## config.mk

```make
export PLATFORM = sky130hd
export DESIGN_NAME = piso_serializer
export DESIGN_NICKNAME = d
export VERILOG_FILES = /design/src/rtl/piso_serializer.sv
export SDC_FILE = /design/constraint.sdc
export NUM_CORES = 1
export LEC_CHECK = 0
export ABC_AREA = 1
export CAP_MARGIN = 15
export CORE_MARGIN = 4
export CORE_UTILIZATION = 55
export CTS_BUF_LIST = sky130_fd_sc_hd__clkbuf_8 sky130_fd_sc_hd__clkbuf_16
export DETAILED_ROUTE_END_ITERATION = 10
export GPL_ROUTABILITY_DRIVEN = 1
export PLACE_DENSITY_LB_ADDON = 0.08
export SYNTH_ARGS = -nofsm -noshare
export SYNTH_HDL_FRONTEND = slang
export SYNTH_SLANG_ARGS = --single-unit
```

## constraint.sdc

```tcl
create_clock -name clk -period 2.5 [get_ports clk]
set_input_delay 0.375 -clock clk [delete_from_list [all_inputs] [get_ports clk]]
set_output_delay 0.375 -clock clk [all_outputs]
set_load 0.02 [all_outputs]
```

## src/rtl/piso_serializer.sv

```systemverilog
// Parallel-in serial-out feeder: takes a word over valid/ready, appends an
// optional even-parity bit and shifts the frame out one bit per clock.
module piso_serializer #(
  parameter int WIDTH     = 8,
  parameter bit MSB_FIRST = 1'b1,
  parameter bit PARITY_EN = 1'b1
) (
  input  logic             clk,
  input  logic             rst,
  input  logic [WIDTH-1:0] din,
  input  logic             din_valid,
  output logic             din_ready,
  output logic             sout,
  output logic             sout_valid,
  output logic             busy,
  output logic             done
);

  localparam int CNT_W = $clog2(WIDTH + 1);
  localparam logic [CNT_W-1:0] LAST_DATA = CNT_W'(WIDTH - 1);

  generate
    if (WIDTH < 2) begin : g_bad_width
      $error("piso_serializer: WIDTH must be at least 2");
    end
  endgenerate

  typedef enum logic [1:0] {
    IDLE   = 2'd0,
    SHIFT  = 2'd1,
    PARITY = 2'd2
  } state_e;

  state_e           state_q, state_d;
  logic [CNT_W-1:0] cnt_q, cnt_d;
  logic [WIDTH-1:0] shreg_q, shreg_d;
  logic             par_q, par_d;
  logic             sout_q, sout_d;
  logic             vld_q, vld_d;
  logic             busy_q, busy_d;

  logic             data_end;
  logic             last_bit;
  logic             ready;
  logic             accept;

  // Bit that goes on the line next, taken from the transmit end of the word.
  function automatic logic head_bit(input logic [WIDTH-1:0] w);
    return MSB_FIRST ? w[WIDTH-1] : w[0];
  endfunction

  function automatic logic [WIDTH-1:0] advance(input logic [WIDTH-1:0] w);
    logic [WIDTH-1:0] r;
    if (MSB_FIRST) r = {w[WIDTH-2:0], 1'b0};
    else           r = {1'b0, w[WIDTH-1:1]};
    return r;
  endfunction

  always_comb begin
    data_end = (state_q == SHIFT) && (cnt_q == LAST_DATA);
    last_bit = PARITY_EN ? (state_q == PARITY) : data_end;
    ready    = (state_q == IDLE) || last_bit;
    accept   = din_valid && ready;
  end

  always_ff @(posedge clk or negedge rst) begin
    if (!rst) begin
      state_q <= IDLE;
      cnt_q   <= '0;
      shreg_q <= '0;
      par_q   <= 1'b0;
      sout_q  <= 1'b0;
      vld_q   <= 1'b0;
      busy_q  <= 1'b0;
    end else begin
      state_q <= state_d;
      cnt_q   <= cnt_d;
      shreg_q <= shreg_d;
      par_q   <= par_d;
      sout_q  <= sout_d;
      vld_q   <= vld_d;
      busy_q  <= busy_d;
    end
  end

  always_comb begin
    state_d = state_q;
    unique case (state_q)
      IDLE: begin
        if (accept) state_d = SHIFT;
      end
      SHIFT: begin
        if (data_end) begin
          if (PARITY_EN)   state_d = PARITY;
          else if (accept) state_d = SHIFT;
          else             state_d = IDLE;
        end
      end
      PARITY: begin
        state_d = accept ? SHIFT : IDLE;
      end
      default: state_d = IDLE;
    endcase
  end

  // A frame end without a new accept returns the line to an all-zero idle.
  always_comb begin
    cnt_d   = cnt_q;
    shreg_d = shreg_q;
    par_d   = par_q;
    sout_d  = sout_q;
    vld_d   = vld_q;
    busy_d  = busy_q;
    if (accept) begin
      cnt_d   = '0;
      shreg_d = advance(din);
      par_d   = ^din;
      sout_d  = head_bit(din);
      vld_d   = 1'b1;
      busy_d  = 1'b1;
    end else if (last_bit) begin
      cnt_d   = '0;
      shreg_d = '0;
      par_d   = 1'b0;
      sout_d  = 1'b0;
      vld_d   = 1'b0;
      busy_d  = 1'b0;
    end else if (state_q == SHIFT) begin
      cnt_d = cnt_q + CNT_W'(1);
      if (data_end) begin
        sout_d = par_q;
      end else begin
        sout_d  = head_bit(shreg_q);
        shreg_d = advance(shreg_q);
      end
    end
  end

  always_comb begin
    din_ready  = ready;
    done       = last_bit;
    sout       = sout_q;
    sout_valid = vld_q;
    busy       = busy_q;
  end

  a_done_in_frame : assert property (@(posedge clk) disable iff (!rst) done |-> sout_valid);
  a_busy_tracks   : assert property (@(posedge clk) disable iff (!rst) busy == sout_valid);

endmodule

```

==> out/results.tsv, run 1 <==
metric	value	unit
status	finished clean	
HP Class	flop to flop	
Synth Net Count	141	
YS warnings	0	
CTS buffer count	3	
Yosys top cell by area	dfrtp_1	
commonest non-fill, non-tap cells in the layout	43 x nand2_1, 20 x inv_1, 16 x dfrtp_1	
Switch Pwr	535.2	uW
Hold Buf Count CTS	0	
switch share	0.4224	
Die Span Y	50.37	microns
Critical Path AT	1.59	ns
register area share after synthesis	0.4056	
clk sinks	16	
final worst slack	0.5380	ns
largest family of logic cells by synthesized area	simple AND/OR/NAND/NOR gates	
GR Util All Layers	0.1750	
CP Max Fanout	4	
Max Cap Violations	0	
Post-DP HPWL	1423	microns
CP Data Required Time	2.12	ns
Worst Setup SP	state_q[0]$_DFFE_PN0P_	
TritonRoute pass-1 iters	4	
Clock Latency Late Sink	0.24	ns
Clock transition at path regs	0.06	ns
antenna-violating nets left	0	
global-route wire length before repair	3415	microns
# IOs	16	
non-filler instance count after layout	169	
Rel. slew slack	0.5443	
H-tree depth	1	
largest net degree at the start of global routing	17	
mux contribution to synthesized area	0	
RSZ-0062 raised after global routing	no	
starting density of the core	0.5780	
Post-Synth Adder-Cell Area	0.01267	
CORE AREA	1708	sq um
Gate power share	0.513	
Max VDD drop	0.0007889	V
standard-cell rows	15	
fillers	139	
drt drc	0	
synthesized instance count	129	
Register Area	400.4	sq um
Pins Over Slew Limit	0	
Vias per Instance	4.728	
Least-Margin Pin Slew	0.6814	ns
CTS tree	done	
initial antenna violation count	0	
WL final	1719	microns
placed cell count	166	
Synth Area in Compound Gates	0.1508	
Util after Layout	0.6908	
dpl ws	0.7907	ns
CP Launch Type	flop	
FMAX	509.7	MHz
Yosys top cell area share	0.4056	
Final Instance Area	1180	sq um
antenna fix cells	0	
chip width	50.37	microns
Post-Synth Simple-Gate Area	0.3004	
Flop pwr share	0.341	
RePlAce Congestion	0.7551	
gr ovfl total	0	
RR Startpoint	state_q[0]$_DFFE_PN0P_	
dpl cell area	1139	sq um
Area Overhead vs Synth	19.52	%
area share of xor/xnor cells in the synthesized design	0.008872	
Post-CTS Setup Bufs	0	
endpoints failing hold	0	
layout cells sized above 1	0.1597	
ranking of synthesized cells by area	dfrtp_1 41%, nand2_1 16%, inv_1 7.6%	
Clock Power Share	0.147	
nets@finish	158	
CP Class	flop to output port	
most common cell after layout, fill and taps aside	nand2_1	
synthesized area	987.2	sq um
Clock Root Buffer	clkbuf_8	
die area	2537	sq um
number of synthesized register bits	16	
hold path startpoint	par_q$_DFFE_PN0P_	
Final Cycle Share	0.7848	
Iteration-0 DRC Markers	7	
final setup vio count	0	
Post-Synthesis Mean Instance Area	7.653	sq um
cell-internal power	731.8	uW
port bufs	15	
CTS max path bufs	2	
Vias	799	
Avg WL per Cell	10.17	microns
min Tclk post-route	1.962	ns
Layout Skew	0.0006841	ns
Leak	0.6115	nW
vias in the first global route	824	
# resized after CTS	0	
CP Capture Type	output port	
synth unique cells	24	
Setup Total Neg Slack	0	ns
pwr dens	1074	nW/um^2
Multi-input gate area	466.7	sq um
critical path: stages, from the launching register on:
cell and delay, ns:
dfrtp_1 0.43, nor2_2 0.26, clkdlybuf4s50_1 0.65
per-stage QoR:
| step | power (mW) | hold slack, ns |
|---|---|---|
| final | 1.267 | 0.4982 |
| after global routing | 1.394 | 0.5167 |
| after CTS | 1.282 | 0.4998 |
| after detailed placement | 1.092 | 0.4764 |
| after global placement | 1.070 | 0.4717 |
| after floorplan | 0.9574 | 0.07941 |
registers in the layout, indices dropped and copies added (netlist names):
name and cells:
sout 1, state_q 2, cnt_q 4, par_q 1
busy 1, shreg_q 7
Yosys cell counts:
cell type and count:
ha_1 1, buf_6 2, a21oi_1 2, nand4_1 1
nand2_1 43, nor2_8 1, nand2_2 5, nand3_1 6
o22ai_1 6, inv_1 20, o21ai_1 2, nor2_2 1
o22ai_2 1, buf_4 1, dfrtp_1 16, inv_4 1
a22oi_1 1, nand2_4 2, nor2_1 5, o21ai_2 7
xnor2_1 1, clkinv_2 1, o21ai_0 2, inv_2 1
power groups by stage:
stage,Sequential [mW],Clock (mW),Combinational (mW)
5_1_grt,0.448,0.203,0.742
4_1_cts,0.430,0.192,0.660
6_report,0.432,0.186,0.650
2_1_floorplan,0.446,0,0.511
3_3_place_gp,0.431,0,0.639
3_5_place_dp,0.435,0,0.657
cells by family (layout without fill, tap and decap cells):
logic type	count (synthesis)	after routing
simple gates	64	64
buf+inv	26	41
fa+ha+maj	1	1
compound gates	21	21
xor+xnor	1	1
flops	16	16
layer usage:
layer | track usage | wire, microns | part of all wire | vias up
met4 | 0.07623 | 25 | 0.015 | 0
met2 | 0.2522 | 797 | 0.46 | 14
met1 | 0.2448 | 814 | 0.47 | 349
met3 | 0.04748 | 81 | 0.047 | 2
met5 | 0 | 0 | 0 | -
li1 | - | - | - | 434
area by class of cell:
type	instances	area share
Clock buffer	3	0.03499
Inverter	23	0.07635
Multi-Input combinational cell	87	0.3955
Sequential cell	16	0.3393
Tap cell	25	0.02651
Timing Repair Buffer	15	0.1273
path summary, 6_finish.rpt:
check,endpoint,slack [ns],cells after the start
hold / removal,par_q$_DFFE_PN0P_,0.50,2
setup / recovery,done,0.54,2
min in group asynchronous,state_q[1]$_DFFE_PN0P_,0.54,1
max in group asynchronous,cnt_q[2]$_DFFE_PN0P_,1.52,1
setup reg to reg,shreg_q[7]$_DFFE_PN0P_,1.20,7
hold reg to reg,par_q$_DFFE_PN0P_,0.50,2
No activity file was read; power rests on OpenSTA's default activity.
==> run 2: changes to the inputs <==
--- a/config.mk
+++ b/config.mk
@@ -8,7 +8,7 @@
 export ABC_AREA = 1
 export CAP_MARGIN = 15
 export CORE_MARGIN = 4
-export CORE_UTILIZATION = 55
+export CORE_UTILIZATION = 46
 export CTS_BUF_LIST = sky130_fd_sc_hd__clkbuf_8 sky130_fd_sc_hd__clkbuf_16
 export DETAILED_ROUTE_END_ITERATION = 10
 export GPL_ROUTABILITY_DRIVEN = 1
==> constraint.sdc (replaced) <==
create_clock -name clk -period 1.8 [get_ports clk]
set_input_delay 0.27 -clock clk [delete_from_list [all_inputs] [get_ports clk]]
set_output_delay 0.27 -clock clk [all_outputs]
set_load 0.02 [all_outputs]
==> out/results.tsv, run 2 (synthesis gave the netlist of run 1 again) <==
metric	value	unit	change
status	finished clean		
CTS buffer count	3		unchanged
hold_ws	0.3614	ns	-0.1367 ns
CP max stage delay	0.61	ns	-0.04 ns
initial antenna violation count	0		unchanged
Pins Over Slew Limit	0		unchanged
Critical Path AT	1.43	ns	-0.16 ns
final setup vio count	0		unchanged
Avg WL per Cell	10.58	microns	+4.0%
crit-path cells	nor2_2 -> clkdlybuf4s50_1		
reg-to-reg endpoint	shreg_q[7]$_DFFE_PN0P_		
antenna fix cells	0		unchanged
dpl cell area	1156	sq um	+1.5%
drt drc	0		unchanged
standard-cell rows	16		+1
endpoints failing hold	0		unchanged
dpl ws	0.2530	ns	-0.5377 ns
Clock Root Buffer	clkbuf_8		
fillers	180		+29%
worst path bufs/invs	1		unchanged
Crit path max-delay family	buffers and inverters		
Post-CTS Setup Bufs	0		unchanged
layout cells sized above 1	0.1712		+0.01151
min Tclk post-route	1.699	ns	
Final Cycle Share	0.9440		
HP Class	input pin to async pin		
CP Capture Type	output port		
commonest non-fill, non-tap cells in the layout	43 x nand2_1, 20 x inv_1, 16 x dfrtp_1		
final worst slack	0.1009	ns	-0.4371 ns
Rel. slew slack	0.7744		+0.2301
vias in the first global route	764		-7.3%
CORE AREA	2002	sq um	+17%
FMAX	588.5	MHz	
CP Launch Type	flop		
RePlAce Congestion	0.8520		+13%
RSZ-0062 raised after global routing	no		
CP Data Required Time	1.53	ns	-0.59 ns
Max VDD drop	0.001028	V	+30%
H-tree depth	1		unchanged
Top reg by flops	shreg_q		
Register Area	400.4	sq um	unchanged
Largest register FFs	7		unchanged
Util after Layout	0.5981		-0.09272
chip width	54.33	microns	+7.9%
Setup crit end	done		
Area Overhead vs Synth	21.29	%	
Clock transition at path regs	0.06	ns	about the same
Setup Total Neg Slack	0	ns	unchanged
most common cell after layout, fill and taps aside	nand2_1		
clk sinks	16		unchanged
nets@finish	160		+1.3%
gr ovfl total	0		unchanged
biggest regs	shreg_q: 7 flops, cnt_q: 4 flops, state_q: 2 flops		
R2R depth	7		unchanged
R2R Setup Slk	0.49	ns	-0.71 ns
Post-DP HPWL	1453	microns	+2.1%
# IOs	16		unchanged
cell with the largest stage delay on the worst path	clkdlybuf4s50_1		
largest net degree at the start of global routing	17		unchanged
Iteration-0 DRC Markers	12		+5
Max Cap Violations	0		unchanged
Layout Skew	0.001241	ns	+0.0005567 ns
TritonRoute pass-1 iters	4		unchanged
Die Span Y	54.33	microns	+7.9%
critical path depth	2		unchanged
pwr dens	1471	nW/um^2	+37%
Vias	820		+2.6%
CP Class	flop to output port		
Hold Buf Count CTS	0		unchanged
CTS max path bufs	2		unchanged
die area	2951	sq um	+16%
RR Startpoint	state_q[0]$_DFFE_PN0P_		
starting density of the core	0.4931		-0.08490
Final Instance Area	1197	sq um	+1.5%
WL final	1830	microns	+6.5%
Least-Margin Pin Slew	0.3384	ns	-0.3430 ns
GR Util All Layers	0.1532		-0.02177
# resized after CTS	0		unchanged
Clock Latency Late Sink	0.24	ns	about the same
Multi-input gate area	466.7	sq um	unchanged
global-route wire length before repair	3249	microns	-4.9%
port bufs	15		unchanged
CP Max Fanout	4		unchanged
Worst Setup SP	state_q[0]$_DFFE_PN0P_		
Leak	0.6217	nW	+1.7%
CTS tree	done		
antenna-violating nets left	0		unchanged
Vias per Instance	4.740		+0.26%
[run 2: through the flow]
| stage | power, mW | instances |
|---|---|---|
| floorplan | 1.330 | 129 |
| global placement | 1.501 | 170 |
| detailed placement | 1.526 | 170 |
| CTS | 1.788 | 173 |
| global route | 1.941 | 173 |
| finish | 1.761 | 173 |
[run 2: cell type report]
cell class | instances | area share
clock buffer | 3 | 0.03448
inverter | 23 | 0.07524
multi-input combinational | 87 | 0.3898
sequential | 16 | 0.3344
tap | 27 | 0.02821
timing repair buffer | 17 | 0.1379
[run 2: power breakdown]
group | switching, mW | internal [mW] | leakage [nW]
Sequential | 0.0845 | 0.514 | 0.201
Combinational | 0.553 | 0.360 | 0.399
Clock | 0.103 | 0.148 | 0.0216
[run 2: how the worst min path moves through the flow]
stage | from | to | slack, ns | cells after the start
after floorplan | rst | busy$_DFFE_PN0P_ | -0.03 | 0
after global placement | par_q$_DFFE_PN0P_ | par_q$_DFFE_PN0P_ | 0.48 | 2
after detailed placement | par_q$_DFFE_PN0P_ | par_q$_DFFE_PN0P_ | 0.48 | 2
after CTS | rst | busy$_DFFE_PN0P_ | 0.37 | 2
after global routing | rst | busy$_DFFE_PN0P_ | 0.38 | 2
final | rst | busy$_DFFE_PN0P_ | 0.36 | 2
[run 2: layer usage]
metal / global-route usage / vias up / wire length, microns
met5: 0 / - / 0
met4: 0.02490 / 0 / 12
met3: 0.03270 / 2 / 90
met2: 0.2550 / 16 / 851
met1: 0.2068 / 365 / 875
li1: - / 437 / -
[run 2: worst reg2reg max path: cells and delay by family, from the launching register on]
kind | cells | cell delay [ns]
AO/OA/AOI/OAI | 1 | 0.06
buffers and inverters | 2 | 0.15
flip-flops | 1 | 0.43
AND/OR/NAND/NOR | 4 | 0.56
